==> src/rtl/uart_pkg.sv <==
// Shared constants for the UART transmit feeder: default sizes and FSM state encoding.
// Latency: n/a (package only).
// Backpressure: n/a.
package uart_pkg;

    localparam int UART_FRAME_WD_DEF = 8;
    localparam int UART_DEPTH_DEF    = 16;

    typedef enum logic [1:0] {
        ST_IDLE      = 2'd0,
        ST_LAUNCH    = 2'd1,
        ST_WAIT_DONE = 2'd2,
        ST_GAP       = 2'd3
    } tx_state_e;

endpackage

==> src/rtl/uart_tx_feeder_if.sv <==
// Producer/transmitter-facing bundle of the feeder; drop_cnt exists only with UART_TX_FEEDER_DROP_CNT_EN.
// Latency: n/a (wires only).
// Backpressure: producer observes full/level; pushes while full are dropped by the feeder.
interface uart_tx_feeder_if
    import uart_pkg::*;
#(
    parameter int FRAME_WD = UART_FRAME_WD_DEF,
    parameter int DEPTH    = UART_DEPTH_DEF
);

    localparam int LVL_WD = $clog2(DEPTH) + 1;

    logic                wr_en;
    logic [FRAME_WD-1:0] wr_data;
    logic                full;
    logic                empty;
    logic [LVL_WD-1:0]   level;
    logic                frame_en;
    logic [FRAME_WD-1:0] data_frame;
    logic                tx_done;
    logic                busy;
    logic                overflow;
    logic                timeout_err;
`ifdef UART_TX_FEEDER_DROP_CNT_EN
    logic [15:0]         drop_cnt;
`endif

    // Feeder side
    modport slave (
        input  wr_en,
        input  wr_data,
        input  tx_done,
        output full,
        output empty,
        output level,
        output frame_en,
        output data_frame,
        output busy,
        output overflow,
        output timeout_err
`ifdef UART_TX_FEEDER_DROP_CNT_EN
        , output drop_cnt
`endif
    );

    // Producer + transmitter side
    modport master (
        output wr_en,
        output wr_data,
        output tx_done,
        input  full,
        input  empty,
        input  level,
        input  frame_en,
        input  data_frame,
        input  busy,
        input  overflow,
        input  timeout_err
`ifdef UART_TX_FEEDER_DROP_CNT_EN
        , input drop_cnt
`endif
    );

endinterface

==> src/rtl/uart_sync_fifo.sv <==
// Circular-buffer FIFO with wrapping pointers and an occupancy counter.
// Latency: push visible on the next cycle; head is read combinationally.
// Backpressure: push ignored while full, pop ignored while empty.
module uart_sync_fifo #(
    parameter int WIDTH = 8,
    parameter int DEPTH = 16,
    localparam int AW   = $clog2(DEPTH),
    localparam int LW   = AW + 1
) (
    input  logic             clk,
    input  logic             reset_p,
    input  logic             push_i,
    input  logic             pop_i,
    input  logic [WIDTH-1:0] din_i,
    output logic [WIDTH-1:0] dout_o,
    output logic             full_o,
    output logic             empty_o,
    output logic [LW-1:0]    level_o
);

    logic [WIDTH-1:0] mem_q [DEPTH];
    logic [AW-1:0]    wr_ptr_q, wr_ptr_d;
    logic [AW-1:0]    rd_ptr_q, rd_ptr_d;
    logic [LW-1:0]    level_q, level_d;
    logic             push_ok;
    logic             pop_ok;

    assign full_o  = (level_q == LW'(DEPTH));
    assign empty_o = (level_q == '0);
    assign level_o = level_q;
    assign dout_o  = mem_q[rd_ptr_q];
    assign push_ok = push_i & ~full_o;
    assign pop_ok  = pop_i & ~empty_o;

    // DEPTH is a power of two, so pointers wrap by plain overflow
    always_comb begin
        wr_ptr_d = push_ok ? wr_ptr_q + 1'b1 : wr_ptr_q;
        rd_ptr_d = pop_ok  ? rd_ptr_q + 1'b1 : rd_ptr_q;
        level_d  = level_q;
        case ({push_ok, pop_ok})
            2'b10:   level_d = level_q + 1'b1;
            2'b01:   level_d = level_q - 1'b1;
            default: level_d = level_q;
        endcase
    end

    always_ff @(posedge clk) begin
        if (reset_p) begin
            wr_ptr_q <= '0;
            rd_ptr_q <= '0;
            level_q  <= '0;
        end else begin
            wr_ptr_q <= wr_ptr_d;
            rd_ptr_q <= rd_ptr_d;
            level_q  <= level_d;
        end
    end

    always_ff @(posedge clk) begin
        if (push_ok) begin
            mem_q[wr_ptr_q] <= din_i;
        end
    end

endmodule

==> src/rtl/uart_tx_feeder.sv <==
// Queues producer bytes and launches them one frame at a time into a UART frame transmitter (UART_TX_FEEDER_DROP_CNT_EN adds drop_cnt).
// Latency: push to frame_en is 2 cycles when idle; next frame_en 3 cycles after tx_done.
// Backpressure: none to the producer beyond full; pushes while full are dropped and flagged.
module uart_tx_feeder
    import uart_pkg::*;
#(
    parameter int FRAME_WD    = UART_FRAME_WD_DEF,
    parameter int DEPTH       = UART_DEPTH_DEF,
    parameter int TIMEOUT_CYC = 2_000_000
) (
    input  logic               clk,
    input  logic               reset_p,
    uart_tx_feeder_if.slave    bus
);

    localparam int LVL_WD = $clog2(DEPTH) + 1;
    localparam int CNT_WD = (TIMEOUT_CYC > 1) ? $clog2(TIMEOUT_CYC) : 1;
    localparam logic [CNT_WD-1:0] CNT_LAST = CNT_WD'(TIMEOUT_CYC - 1);

    tx_state_e           state_q, state_d;
    logic [FRAME_WD-1:0] data_q, data_d;
    logic [CNT_WD-1:0]   cnt_q, cnt_d;
    logic                ovf_q, ovf_d;
    logic                tout_q, tout_d;
    logic                frame_en;
    logic                pop;
    logic                drop;
    logic                fifo_full;
    logic                fifo_empty;
    logic [LVL_WD-1:0]   fifo_level;
    logic [FRAME_WD-1:0] fifo_head;

    uart_sync_fifo #(
        .WIDTH (FRAME_WD),
        .DEPTH (DEPTH)
    ) u_fifo (
        .clk     (clk),
        .reset_p (reset_p),
        .push_i  (bus.wr_en),
        .pop_i   (pop),
        .din_i   (bus.wr_data),
        .dout_o  (fifo_head),
        .full_o  (fifo_full),
        .empty_o (fifo_empty),
        .level_o (fifo_level)
    );

    // Full is judged before this cycle's pop, so a push racing a pop is still dropped
    assign drop = bus.wr_en & fifo_full;

    always_comb begin
        state_d  = state_q;
        data_d   = data_q;
        cnt_d    = '0;
        ovf_d    = ovf_q | drop;
        tout_d   = tout_q;
        pop      = 1'b0;
        frame_en = 1'b0;
        case (state_q)
            ST_IDLE: begin
                // Payload is captured on entry so it is already valid during the frame_en cycle
                if (!fifo_empty) begin
                    state_d = ST_LAUNCH;
                    data_d  = fifo_head;
                end
            end
            ST_LAUNCH: begin
                frame_en = 1'b1;
                pop      = 1'b1;
                state_d  = ST_WAIT_DONE;
            end
            ST_WAIT_DONE: begin
                if (bus.tx_done) begin
                    state_d = ST_GAP;
                end else if (cnt_q == CNT_LAST) begin
                    tout_d  = 1'b1;
                    state_d = ST_GAP;
                end else begin
                    cnt_d = cnt_q + 1'b1;
                end
            end
            ST_GAP: begin
                state_d = ST_IDLE;
            end
            default: begin
                state_d = ST_IDLE;
            end
        endcase
    end

    always_ff @(posedge clk) begin
        if (reset_p) begin
            state_q <= ST_IDLE;
            data_q  <= '0;
            cnt_q   <= '0;
            ovf_q   <= 1'b0;
            tout_q  <= 1'b0;
        end else begin
            state_q <= state_d;
            data_q  <= data_d;
            cnt_q   <= cnt_d;
            ovf_q   <= ovf_d;
            tout_q  <= tout_d;
        end
    end

    assign bus.full        = fifo_full;
    assign bus.empty       = fifo_empty;
    assign bus.level       = fifo_level;
    assign bus.frame_en    = frame_en;
    assign bus.data_frame  = data_q;
    assign bus.busy        = (state_q != ST_IDLE);
    assign bus.overflow    = ovf_q;
    assign bus.timeout_err = tout_q;

`ifdef UART_TX_FEEDER_DROP_CNT_EN
    logic [15:0] drop_cnt_q, drop_cnt_d;

    always_comb begin
        drop_cnt_d = drop_cnt_q;
        if (drop && (drop_cnt_q != 16'hFFFF)) begin
            drop_cnt_d = drop_cnt_q + 16'd1;
        end
    end

    always_ff @(posedge clk) begin
        if (reset_p) begin
            drop_cnt_q <= '0;
        end else begin
            drop_cnt_q <= drop_cnt_d;
        end
    end

    assign bus.drop_cnt = drop_cnt_q;
`endif

endmodule
==> src/flat_wrapper.sv <==
// flat-port wrapper written by rule: the top's interface ports become plain ports
module uart_tx_feeder_flat import uart_pkg::*;
#(
    parameter int FRAME_WD    = UART_FRAME_WD_DEF,
    parameter int DEPTH       = UART_DEPTH_DEF,
    parameter int TIMEOUT_CYC = 2_000_000
)
  (clk, reset_p, bus_wr_en, bus_wr_data, bus_tx_done, bus_full, bus_empty, bus_level, bus_frame_en, bus_data_frame, bus_busy, bus_overflow, bus_timeout_err);
  uart_tx_feeder_if #(.FRAME_WD(FRAME_WD), .DEPTH(DEPTH)) bus_i ();
  input  logic clk;
  input  logic reset_p;
  input wire logic [$bits(bus_i.wr_en)-1:0] bus_wr_en;
  input wire logic [$bits(bus_i.wr_data)-1:0] bus_wr_data;
  input wire logic [$bits(bus_i.tx_done)-1:0] bus_tx_done;
  output wire logic [$bits(bus_i.full)-1:0] bus_full;
  output wire logic [$bits(bus_i.empty)-1:0] bus_empty;
  output wire logic [$bits(bus_i.level)-1:0] bus_level;
  output wire logic [$bits(bus_i.frame_en)-1:0] bus_frame_en;
  output wire logic [$bits(bus_i.data_frame)-1:0] bus_data_frame;
  output wire logic [$bits(bus_i.busy)-1:0] bus_busy;
  output wire logic [$bits(bus_i.overflow)-1:0] bus_overflow;
  output wire logic [$bits(bus_i.timeout_err)-1:0] bus_timeout_err;
  assign bus_i.wr_en = bus_wr_en;
  assign bus_i.wr_data = bus_wr_data;
  assign bus_i.tx_done = bus_tx_done;
  assign bus_full = bus_i.full;
  assign bus_empty = bus_i.empty;
  assign bus_level = bus_i.level;
  assign bus_frame_en = bus_i.frame_en;
  assign bus_data_frame = bus_i.data_frame;
  assign bus_busy = bus_i.busy;
  assign bus_overflow = bus_i.overflow;
  assign bus_timeout_err = bus_i.timeout_err;
  uart_tx_feeder #(.FRAME_WD(FRAME_WD), .DEPTH(DEPTH), .TIMEOUT_CYC(TIMEOUT_CYC)) u_core (.clk(clk), .reset_p(reset_p), .bus(bus_i));
endmodule
==> config.mk <==
export PLATFORM = sky130hd
export DESIGN_NAME = uart_tx_feeder_flat
export DESIGN_NICKNAME = d
export VERILOG_FILES = /design/src/rtl/uart_pkg.sv /design/src/rtl/uart_tx_feeder_if.sv /design/src/rtl/uart_sync_fifo.sv /design/src/rtl/uart_tx_feeder.sv /design/src/flat_wrapper.sv
export SDC_FILE = /design/constraint.sdc
export NUM_CORES = 1
export LEC_CHECK = 0
export CAP_MARGIN = 10
export CORE_UTILIZATION = 60
export CTS_BUF_LIST = sky130_fd_sc_hd__clkbuf_16
export CTS_CLUSTER_SIZE = 12
export DETAILED_ROUTE_END_ITERATION = 16
export HOLD_SLACK_MARGIN = 0.05
export PLACE_DENSITY = 0.79
export SKIP_CTS_REPAIR_TIMING = 1
export SLEW_MARGIN = 20
export SYNTH_ARGS = -nofsm -noshare
export SYNTH_HDL_FRONTEND = slang
export SYNTH_SLANG_ARGS = --single-unit
export TNS_END_PERCENT = 50
==> constraint.sdc <==
create_clock -name clk -period 8.9 [get_ports clk]
set_clock_uncertainty 0.2 [all_clocks]
set_input_delay 1.78 -clock clk [delete_from_list [all_inputs] [get_ports clk]]
set_output_delay 1.78 -clock clk [all_outputs]
set_load 0.01 [all_outputs]
## After elaboration in Yosys (flattened, before gate mapping)

Memory sizes are Yosys's and may differ from the RTL's. A register that Yosys moved wholly into a read port is not among the register bits.
Index checks and enable logic that the tools add are counted.

- Register bits: 38
- Bits in latches: 0
- Bits in writable memories: 128
- ROM bits: 0
- Input port bits: 12
- Output and inout port bits: 19
- Logic and storage cells: 46
- Memories kept: 1

Memories:

| name | depth | bits a word | rd ports | clocked after memory_dff | wr ports | RTL line | text |
|---|---|---|---|---|---|---|---|
| u_core.u_fifo.mem_q | 16 | 8 | 1 | 1 | 1 | uart_sync_fifo.sv:21 | `logic [WIDTH-1:0] mem_q [DEPTH];` |

- Add/subtract/negate cells: 5
- $mul: 0
- Divide/modulo/power cells: 0
- Order comparisons: 0
- Eq/ne operators: 9
- Shift operators: 0
- Multiplexer cells: 8
- Bitwise logic cells: 8
- Reduce and logical (&&, ||, !) cells: 8

Operator list:

| kind | count |
|---|---|
| adder 21 x 1 -> 21 bit (second input constant) | 1 |
| equality test 21 bit (second input constant) | 1 |
| case mux 5 bit (2 select lines) | 1 |
| adder 4 x 1 -> 4 bit (second input constant) | 2 |
| case mux 2 bit (4 select lines) | 1 |
| equality test 2 bit (second input constant) | 3 |
| two-way mux 2 bit | 3 |
| adder 5 x 1 -> 5 bit (second input constant) | 1 |
| equality test 5 bit (second input constant) | 1 |
| zero test 5 bit | 1 |
| subtractor 5 x 1 -> 5 bit (second input constant) | 1 |
| equality test 2 x 1 -> 1 bit (second input constant) | 2 |
| NOT 1 bit | 4 |
| AND reduction 2 bit | 2 |
| nonzero test 2 bit | 2 |
| OR reduction 4 bit | 1 |
| AND 1 bit | 3 |
| two-way mux 1 bit | 3 |
| inequality test 3 x 2 -> 1 bit (second input constant) | 1 |
| AND reduction 3 bit | 1 |
| zero test 2 bit | 1 |
| inequality test 2 bit (second input constant) | 1 |
| bitwise OR 1 bit | 1 |

## Longest topological paths before layout

- Depth in word-level cells: 5
- Gate-level depth with buffers: 13

## Hierarchy

From an unflattened synthesis, not the netlist that was laid out.

- Cells, all modules: 486
- Area, all modules: 7375.8 um^2

Modules (own cells, without submodules):

| module | times used | cells each | area an instance (um^2) | seq. area each (um^2) |
|---|---|---|---|---|
| uart_sync_fifo | 1 | 330 | 5891.9 | 4184.0 |
| uart_tx_feeder | 1 | 156 | 1483.9 | 660.6 |

## Least setup slack after synthesis

No wires, ideal clock.

- Kind: input port to flip-flop
- Start point: in bus_wr_en
- End point: reg u_core.u_fifo.level_q[2], in the netlist u_core.u_fifo.level_o[2]
- Setup time: 70 ps
- Arrival time: 3641 ps
- Data required time: 8630 ps
- Path slack: 4989 ps
- Stages on the path: 10
- Buffers on the path: 1
- Path through: a21boi_1 -> inv_1 -> ha_1 -> clkbuf_1 -> xor2_1 -> ha_1 -> a21oi_1 -> xnor2_1 -> or3_1 -> a21oi_1

- Cells in the longest elaborated chain, start to end: 3
- Elaborated cells on any way between the ends: 5

Ends and longest elaborated chain:

| element | RTL line | text |
|---|---|---|
| start: declaration | flat_wrapper.sv:12 | `input wire logic [$bits(bus_i.wr_en)-1:0] bus_wr_en;` |
| AND 1 bit (*) | uart_sync_fifo.sv:32 | `assign push_ok = push_i & ~full_o;` |
| equality test 2 x 1 -> 1 bit / equality test 2 bit (equally long branches) | uart_sync_fifo.sv:40 | `case ({push_ok, pop_ok})` |
| case mux 5 bit (2 select lines) / nonzero test 2 bit (equally long branches) | - |  |
| end signal: assignment | uart_sync_fifo.sv:55 | `level_q <= level_d;` |
| end: declaration | uart_sync_fifo.sv:24 | `logic [LW-1:0] level_q, level_d;` |

Every way passes the cells marked *; elsewhere a longest branch is shown, timed or not.
A chain may end at the register's enable or synchronous reset.

## Final worst setup path

- Start point: reg u_core.u_fifo.level_q[1], in the netlist u_core.u_fifo.level_o[1]
- End point: out bus_full

- Cells in the longest elaborated chain, start to end: 1

Ends and longest elaborated chain:

| element | RTL line | text |
|---|---|---|
| equality test 5 bit | uart_sync_fifo.sv:28 | `assign full_o = (level_q == LW'(DEPTH));` |
| end: declaration | flat_wrapper.sv:15 | `output wire logic [$bits(bus_i.full)-1:0] bus_full;` |

No other way between the ends.

==> impl_metrics.yaml <==
critical_path:
  path_class: "reg2out"
  rr_worst_depth: 10
  r2r-start: "u_core.u_fifo.level_o[1]"
  worstPathRequired_ns: 6.92
  critPathLaunch: "u_core.u_fifo.level_o[1]"
  path_max_fanout: 10
  timing.critical_path.to_type: "output pin"
  cp-endpoint: "bus_full"
  critPathLaunchType: "flop"
  arrival_ns: 2.36
  reg2reg_setup_slack_ns: 5.58
  critical_path.reg2reg.endpoint: "u_core.u_fifo.level_o[2]"
pwr:
  pwr_density_nw_per_um2: 255
  p_int_w: 0.00152
  combinational_share_of_power_pct: 18.9
  ir_drop_mv: 0.105
  power_switching_share_pct: 28.4
  power.static_leakage_nw: 2.74
  clockPowerShare_pct: 34.5
  seq_power_share_pct: 46.6
  total_net_switching_power_w: 0.000604
timing:
  setup_slack_ns: 4.56
  hold_viol_final: 0
  slew_headroom_pct: 25.7
  final_period_utilization_pct: 48.7
  fin_setup_tns_ns: 0
  finalWorstPathRequiredPeriod_ns: 4.34
  grt_setup_unrepaired: "false"
  slew_viol_final: 0
  timing.final.setup_violations: 0
  max_slew.worst_pin.slew_ns: 1.11
  achievable-frequency_ghz: 0.231
route:
  wire_per_inst_um: 20.6
  first_pass_iters: 7
  postRouteAntennaNets: 0
  vias_per_cell: 6.17
  totalWireLength_mm: 13.7
  drt_drc_violations_left: 0
  vias: 4095
  detail_route.iter0.violations: 255
die:
  initial_utilization_pct: 61.5
  placeableCoreArea_um2: 12000
  dieWidth_um: 113
  design.portCount: 31
  floorplan.die.height_um: 113
  fp-row-count: 40
  design.die.area_um2: 12700
logic_synthesis:
  post_synth_inst_count: 476
  ys.warnings.count: 0
  yosys_most_used_dff: "edfxtp_1"
  synthesis.area_um2: 7350
  synth.ff_latch_count: 174
  postSynthNetCount: 502
  edff_count_synth: 128
  synth_sequential_area_ratio_pct: 64.8
  post_synth_num_cell_types: 52
  synth_largest_area_cell: "edfxtp_1"
  synthTopCellsByArea: "edfxtp_1 52%, dfxtp_1 13%, mux4_1 7.5%"
  synth_top_area_share_pct: 52.3
  synth-async-reset-ratio_pct: 0
  syn-mean-instance-area_um2: 15.5
final_layout:
  flow.area_growth_from_synthesis_pct: 13.1
  inserted_diodes: 0
  layout-drive-gt1-share_pct: 12.0
  final_core_utilization_pct: 69.5
  design_area_um2: 8320
  multi_input_comb_area_um2: 2390
  finalNonFillerCells: 664
  fill_cells: 775
  area.sequential_um2: 4770
  final_net_count: 530
global_routing:
  grt_overflow_total: 0
  grt_antenna_before_repair: 0
  grt_pass1_vias: 4091
  gr-usage-all-layers_pct: 23.9
  first_pass_grt_wire_length_mm: 22.1
  pin_count_of_the_biggest_net_entering_global_routing: 36
placement:
  place_area_um2: 7720
  place.port_buffers: 30
  worst_setup_slack_after_placement_ns: 4.20
  routabilityCongestion: 0.768
  placedCellCount: 632
  hpwl_mm: 8.61
run_status:
  outcome: "finished, final reports clean"
hold_path:
  worstHoldPathType: "reg2reg"
clock_network:
  clk_pin_slew_ns: 0.06
  cts_made_buffers: 17
  clk_path_buf_depth: 2
  insertion_delay_ns: 0.43
  h-tree-depth: 4
  tritoncts_num_sinks: 174
  clk_root_buffer_cell: "clkbuf_16"
  cts_tree: "built"
flow_run:
  count_of_max_cap_constraint_violations: 0
through the flow:
| step | total power [W] | hold slack (ns) |
|---|---|---|
| 2_1_floorplan | 0.00126 | 0.238 |
| 3_3_place_gp | 0.00139 | 0.251 |
| 3_5_place_dp | 0.00141 | 0.271 |
| 4_1_cts | 0.00213 | 0.286 |
| 5_1_grt | 0.00221 | 0.310 |
| 6_report | 0.00212 | 0.282 |
how the worst min path moves through the flow:
stage          depth (start not counted)  slack [ns]                 from                  end
2_1_floorplan                          1        0.24      u_core.cnt_q[0]      u_core.cnt_q[0]
3_3_place_gp                           2        0.25  u_core.bus.overflow  u_core.bus.overflow
3_5_place_dp                           1        0.27      u_core.cnt_q[0]      u_core.cnt_q[0]
4_1_cts                                1        0.29      u_core.cnt_q[0]      u_core.cnt_q[0]
5_1_grt                                1        0.31      u_core.cnt_q[0]      u_core.cnt_q[0]
6_report                               1        0.28      u_core.cnt_q[0]      u_core.cnt_q[0]
cells by family (layout without fill, tap and decap cells):
| kind of cell | count (synthesis) | in the layout | share of synthesized area, % |
|---|---|---|---|
| and+or+nand+nor | 126 | 126 | 8.63 |
| muxes | 52 | 52 | 13.7 |
| xor gates and xnor gates | 22 | 22 | 2.62 |
| buffers and inverters | 39 | 80 | 2.76 |
| DFF | 174 | 174 | 64.8 |
| AOI/OAI and AO/OA | 49 | 49 | 5.10 |
| adders and majority gates | 14 | 14 | 2.38 |
cell type report:
cell class	count	area share, %
flip-flops and latches	174	57.3
multi-input cells	263	28.8
inverters	14	0.632
repair buffers	34	3.97
clock buffers	17	5.12
well taps	147	2.21
clock inverters	15	1.96
worst max-delay path: stages (launching register included):
cell and delay (ns):
dfxtp_1 0.42, or4_1 0.75, nor2_1 0.20, clkdlybuf4s50_1 0.56
placed cells by master (no fill, tap or decap), drive strengths merged, types with 7 or more instances in the layout:
cell	count
inv	26
mux2i	12
mux2	8
clkbuf	17
ha	14
xor2	12
a221o	9
mux4	32
nand2b	7
clkdlybuf4s50	30
or3	9
nor3	9
nor2	53
nand3	9
dfxtp	46
nand2	13
a21oi	13
edfxtp	128
xnor2	10
layer usage:
layer / up-vias / part of all wire (%) / track usage [%]
met5: - / 0 / 0
met1: 2049 / 42 / 31.1
li1: 1913 / - / -
met4: 0 / 1.8 / 10.8
met3: 20 / 4.5 / 5.03
met2: 113 / 52 / 39.2
power by group through the flow:
stage	clock, W	sequential [W]	combinational [W]
3_3_place_gp	0	0.00101	0.000383
3_5_place_dp	0	0.00101	0.000399
6_report	0.000732	0.000990	0.000401
4_1_cts	0.000740	0.000990	0.000403
5_1_grt	0.000775	0.000997	0.000439
2_1_floorplan	0	0.000972	0.000288
synth_stat cells (2+ instances only):
cell / n
edfxtp_1: 128
nor2_1: 53
dfxtp_1: 46
mux4_1: 21
ha_1: 14
inv_1: 14
a21oi_1: 13
clkbuf_1: 13
nand2_1: 13
mux2i_1: 12
xor2_1: 12
mux4_2: 11
xnor2_1: 10
a221o_1: 9
nor3_1: 9
or3_1: 9
mux2_2: 8
nand3_1: 8
nand2b_1: 7
nor4_1: 5
o21ai_0: 5
and3_1: 4
and4_1: 4
buf_2: 4
nand4_1: 4
a211o_1: 3
buf_1: 3
o211ai_1: 3
or4_1: 3
a41oi_1: 2
buf_12: 2
buf_6: 2
nor4b_1: 2
o31ai_1: 2
flip-flops by register name (all words and copies together) (netlist names):
| register | flops |
|---|---|
| u_core.bus.overflow | 1 |
| u_core.u_fifo.level_o | 5 |
| u_core.bus.data_frame | 8 |
| u_core.u_fifo.wr_ptr_q | 4 |
| u_core.u_fifo.rd_ptr_q | 4 |
| u_core.u_fifo.mem_q | 128 |
| u_core.state_q | 2 |
| u_core.cnt_q | 21 |
| u_core.bus.timeout_err | 1 |
(Power assumes the default switching activity.)
